**config.mk**
```make
export PLATFORM = sky130hd
export DESIGN_NAME = chunked_add_sub
export DESIGN_NICKNAME = d
export VERILOG_FILES = /design/src/rtl/chunked_add_sub.sv
export SDC_FILE = /design/constraint.sdc
export NUM_CORES = 1
export LEC_CHECK = 0
export CAP_MARGIN = 30
export CORE_UTILIZATION = 46
export DETAILED_ROUTE_END_ITERATION = 7
export PLACE_DENSITY = 0.84
export SLEW_MARGIN = 20
export SYNTH_ARGS = -nofsm -noshare
export SYNTH_HDL_FRONTEND = slang
export SYNTH_SLANG_ARGS = --single-unit
```
**constraint.sdc**
```tcl
create_clock -name clk -period 3.16 [get_ports clk]
set_input_delay 0.79 -clock clk [delete_from_list [all_inputs] [get_ports clk]]
set_output_delay 0.79 -clock clk [all_outputs]
set_load 0.03 [all_outputs]
```
**src/rtl/chunked_add_sub.sv**
```systemverilog
// rtl/chunked_add_sub.sv - multi-cycle adder/subtractor, CHUNK bits per clock, LSB chunk first
// Carry is registered between chunks so the ripple chain is only CHUNK+1 bits long.
module chunked_add_sub #(
   parameter int N     = 16,
   parameter int CHUNK = 4
) (
   input  logic         clk,
   input  logic         resetn,
   input  logic         in_valid,
   output logic         in_ready,
   input  logic [N-1:0] a,
   input  logic [N-1:0] b,
   input  logic         sub,
   output logic         out_valid,
   input  logic         out_ready,
   output logic [N-1:0] result,
   output logic         cout,
   output logic         ovf,
   output logic         zero
);

   localparam int STEPS = N / CHUNK;
   localparam int CW    = (STEPS > 1) ? $clog2(STEPS) : 1;
   localparam logic [CW-1:0] LAST = CW'(STEPS - 1);

   typedef enum logic [1:0] {IDLE, RUN, DONE} state_t;

   state_t         state, state_nx;
   logic [N-1:0]   a_r, b_r;
   logic           carry;
   logic [CW-1:0]  cnt;
   logic [CHUNK-1:0] a_k, b_k;
   logic [CHUNK:0] sum;
   logic [N-1:0]   res_nx;
   logic           last;
   logic           msb_cin;

   assign last = (cnt == LAST);

   always_comb begin
      a_k    = '0;
      b_k    = '0;
      res_nx = result;
      for (int k = 0; k < STEPS; k++) begin
         if (cnt == CW'(k)) begin
            a_k = a_r[k*CHUNK +: CHUNK];
            b_k = b_r[k*CHUNK +: CHUNK];
         end
      end
      sum = {1'b0, a_k} + {1'b0, b_k} + {{CHUNK{1'b0}}, carry};
      for (int k = 0; k < STEPS; k++) begin
         if (cnt == CW'(k)) res_nx[k*CHUNK +: CHUNK] = sum[CHUNK-1:0];
      end
   end

   // Sum bit = a ^ b ^ cin, so the carry into the MSB falls out of the MSB sum bit.
   assign msb_cin = a_r[N-1] ^ b_r[N-1] ^ sum[CHUNK-1];

   always_comb begin
      state_nx = state;
      case (state)
         IDLE: if (in_valid) state_nx = RUN;
         RUN:  if (last) state_nx = DONE;
         DONE: if (out_ready) state_nx = IDLE;
         default: state_nx = IDLE;
      endcase
   end

   always_ff @(posedge clk or negedge resetn) begin
      if (!resetn) begin
         state  <= IDLE;
         a_r    <= '0;
         b_r    <= '0;
         carry  <= 1'b0;
         cnt    <= '0;
         result <= '0;
         cout   <= 1'b0;
         ovf    <= 1'b0;
         zero   <= 1'b0;
      end else begin
         state <= state_nx;
         if (state == IDLE && in_valid) begin
            a_r   <= a;
            b_r   <= sub ? ~b : b;
            carry <= sub;
            cnt   <= '0;
         end
         if (state == RUN) begin
            result <= res_nx;
            carry  <= sum[CHUNK];
            cnt    <= cnt + 1'b1;
            if (last) begin
               cnt  <= '0;
               cout <= sum[CHUNK];
               ovf  <= msb_cin ^ sum[CHUNK];
               zero <= (res_nx == '0);
            end
         end
      end
   end

   assign in_ready  = (state == IDLE) && resetn;
   assign out_valid = (state == DONE);

endmodule

```
==> results.md <==
* Outcome: complete, no violations
* Clock sink total at 56
* Drt wl/cell at approximately 14 um
* Max cap viols at 0
* Most frequent cell on the critical path: a21oi_1
* Critical path's slowest cell: dfrtp_2
* Worst-case clock buffer depth at 2
* Yosys top cell by area: dfrtp_1
* Setup TNS at 0 ns
* Max Freq at roughly 340 MHz
* CTS tree: done
* I/O Buffers at 57
* Normalized max-slew margin at 0.537
* Postcts setup bufs at 0
* CTS root buf: clkbuf_8
* Critical path depth at 12
* Area contributors post-synth: dfrtp_1, mux2_2, a21oi_1, xnor2_1, nand2_1
* Worst vdd ir at approximately 760 uV
* Hold path depth at 2
* Vias in the first global route at approximately 2200
* HPWL after DPL at ~4200 um
* Largest net degree at the start of global routing at between 50 and 60
* Finish-stage setup viols at 0
* Synth cell count leaders: dfrtp_1, a21oi_1, nand2_1
* Die area at approximately 0.0063 mm^2
* Fin. Hold Viols at 0
* Routed vias at ~2200
* Crit-path cells: inv_1 -> ha_2 -> a21oi_1 -> a21oi_1 -> o21ai_2 -> fa_1 -> inv_1 -> fa_1 -> xor2_1 -> a21oi_1 -> or4_1 -> o21ai_1
* Total global-route track usage at 0.209
* Layout cells sized above 1 at 0.140
* Distinct cell type count after synthesis at 30
* Share of the synthesized area in the top cell type at 0.506
* DRC at 0
* Yosys warning count at 0
* DP Cell Count at 400
* Area post-placement at around 0.0034 mm^2
* Drt pass-1 iters at 4
* DIE HEIGHT at between 70 and 80 um
* Type of the tightest min-delay check: flip-flop to flip-flop
* Mapped Cells at 276
* Area Growth Syn to Fin at 29.7%
* Initial Util at 0.491
* Core Box Area at around 0.0056 mm^2
* Post-synthesis sequential area ratio at 0.506
* Mapped Nets at approximately 320
* P per Cell Area at about 1300 mW/mm^2
* Critical Path RT at between 3 and 4 ns
* Final net count at approximately 380
* Crit Path Category: flip-flop to flip-flop
* Reg2Reg Depth at 12
* RSZ-0062 raised after global routing: no
* Filler instances at between 400 and 500
* CP bufs+invs at 2
* FF+latch count, synth at 56
* Cell family with the largest share of critical-path delay: adder cells
* CTS Buf Count at 5
* Final Power at 4.55 mW
* Initial antenna violation count at 0
* Count leader, synth: dfrtp_1
* Routability cong. at between 0.7 and 0.8
* Largest fanout on the critical path at 15
* Layout Skew at approximately 0.0068 ns
* CTS H-Tree Depth at 2
* Tcrit/Tclk final at 0.936
* I/O Pins at a little under 60
* ANT cells at 0
* WL final at between 5000 and 6000 um
* Antenna Nets Post-Route at 0
* Finished Cell Area at about 0.0036 mm^2
* Static leakage at 1.48 nW
* Crit end category: flip-flop
* Worst Tran Pin Value at 0.694 ns
* Die Width at roughly 80 um
* GRT overflow at 0
* Via-to-Cell Ratio at roughly 5.3
* Critical Path AT at about 3.2 ns
* Crit start category: flip-flop
* First-pass GRT wire length at slightly above 10000 um
* DRT iter0 DRCs at 139
* Final Critical Period at a little under 3 ns
* Clock latency on the worst-skew pair at 0.31 ns
* Util after Layout at 0.636
* Post-synth top flop: dfrtp_1
* Synthesized area per cell at approximately 10 um^2
* Slew Limit Fails at 0
* Post-synth EDFFs at 0
* Layout Cells excl Fill at 408
* Site Rows at 27
* Asr flop ratio synth at 1.00
* Clock transition at path regs at approximately 0.10 ns
* Worst path max stage delay at 0.47 ns
* Mapped Area at about 0.0028 mm^2
## stage by stage
| step | hold slack (ns) | setup WS [ns] |
|---|---|---|
| 4_1_cts | 0.505 | 0.0232 |
| 5_1_grt | 0.519 | 0.0126 |
| 3_3_place_gp | 0.469 | 0.195 |
| 3_5_place_dp | 0.482 | 0.0547 |
| 2_1_floorplan | 0.481 | 0.0632 |
| 6_report | 0.505 | 0.203 |
## path summary, 6_finish.rpt
path	slack, ns	startpoint	to
max	0.20	cnt[0]	zero
min	0.50	cout	cout
max reg2reg	0.20	cnt[0]	zero
min reg2reg	0.50	cout	cout
max in group asynchronous	2.06	resetn	cnt[0]
min in group asynchronous	0.62	resetn	a_r[1]
## metal layers
layer	vias to the layer above	part of all wire	GRT usage
met5	-	0	0
met4	0	0.0093	0.0491
met1	1033	0.45	0.271
met2	66	0.49	0.359
met3	4	0.050	0.0389
li1	1062	-	-
## worst min-delay path, stage by stage (launching register included)
cell	delay (ns)
dfrtp_1	0.37
nand2_1	0.05
o21ai_0	0.06
## power by group
part	internal (mW)	switching [mW]	total [mW]	leakage, nW
clock	0.240	0.232	0.472	0.0558
sequential	1.07	0.256	1.33	0.663
combinational	1.25	1.50	2.75	0.757
## cell usage in the layout, fill, tap and decap left out, types with 4 or more instances in the layout
master and instances:
dfrtp_1 55, clkbuf_8 5, nor2_1 22, a21oi_1 35, o21ai_0 22, mux2_2 20, xnor2_1 19, nand3b_1 6
buf_4 12, ha_1 4, nand2_1 35, clkdlybuf4s50_1 55
## flip-flops by register name (all words and copies together), names as in the netlist
name,count
a_r,16
b_r,16
carry,1
cnt,2
cout,1
ovf,1
result,16
state,2
zero,1
## repair_timing
| item | in CTS | in global routing |
|---|---|---|
| gates resized for setup | 0 | 9 |
| setup endpoints to repair | 0 | 2 |
| hold buffers | 0 | 0 |
## layout make-up
cell class              instances  area [um^2]  share of cell area
clock buffers                   6         72.6              0.0202
clock inverters                 2         38.8              0.0108
inverters                       4         15.0             0.00418
multi-input cells             200         1320               0.369
flip-flops and latches         56         1400               0.391
well taps                      72         90.1              0.0251
repair buffers                 68          646               0.180
## kinds of logic after synthesis
logic type,after synthesis,share of synthesized area
compound gates,73,0.143
xor+xnor,21,0.0665
fa+ha+maj,9,0.0461
buf+inv,20,0.0289
flops,56,0.506
mux,20,0.0814
simple gates,77,0.127
Note: power is estimated with default switching activity, not from simulation.
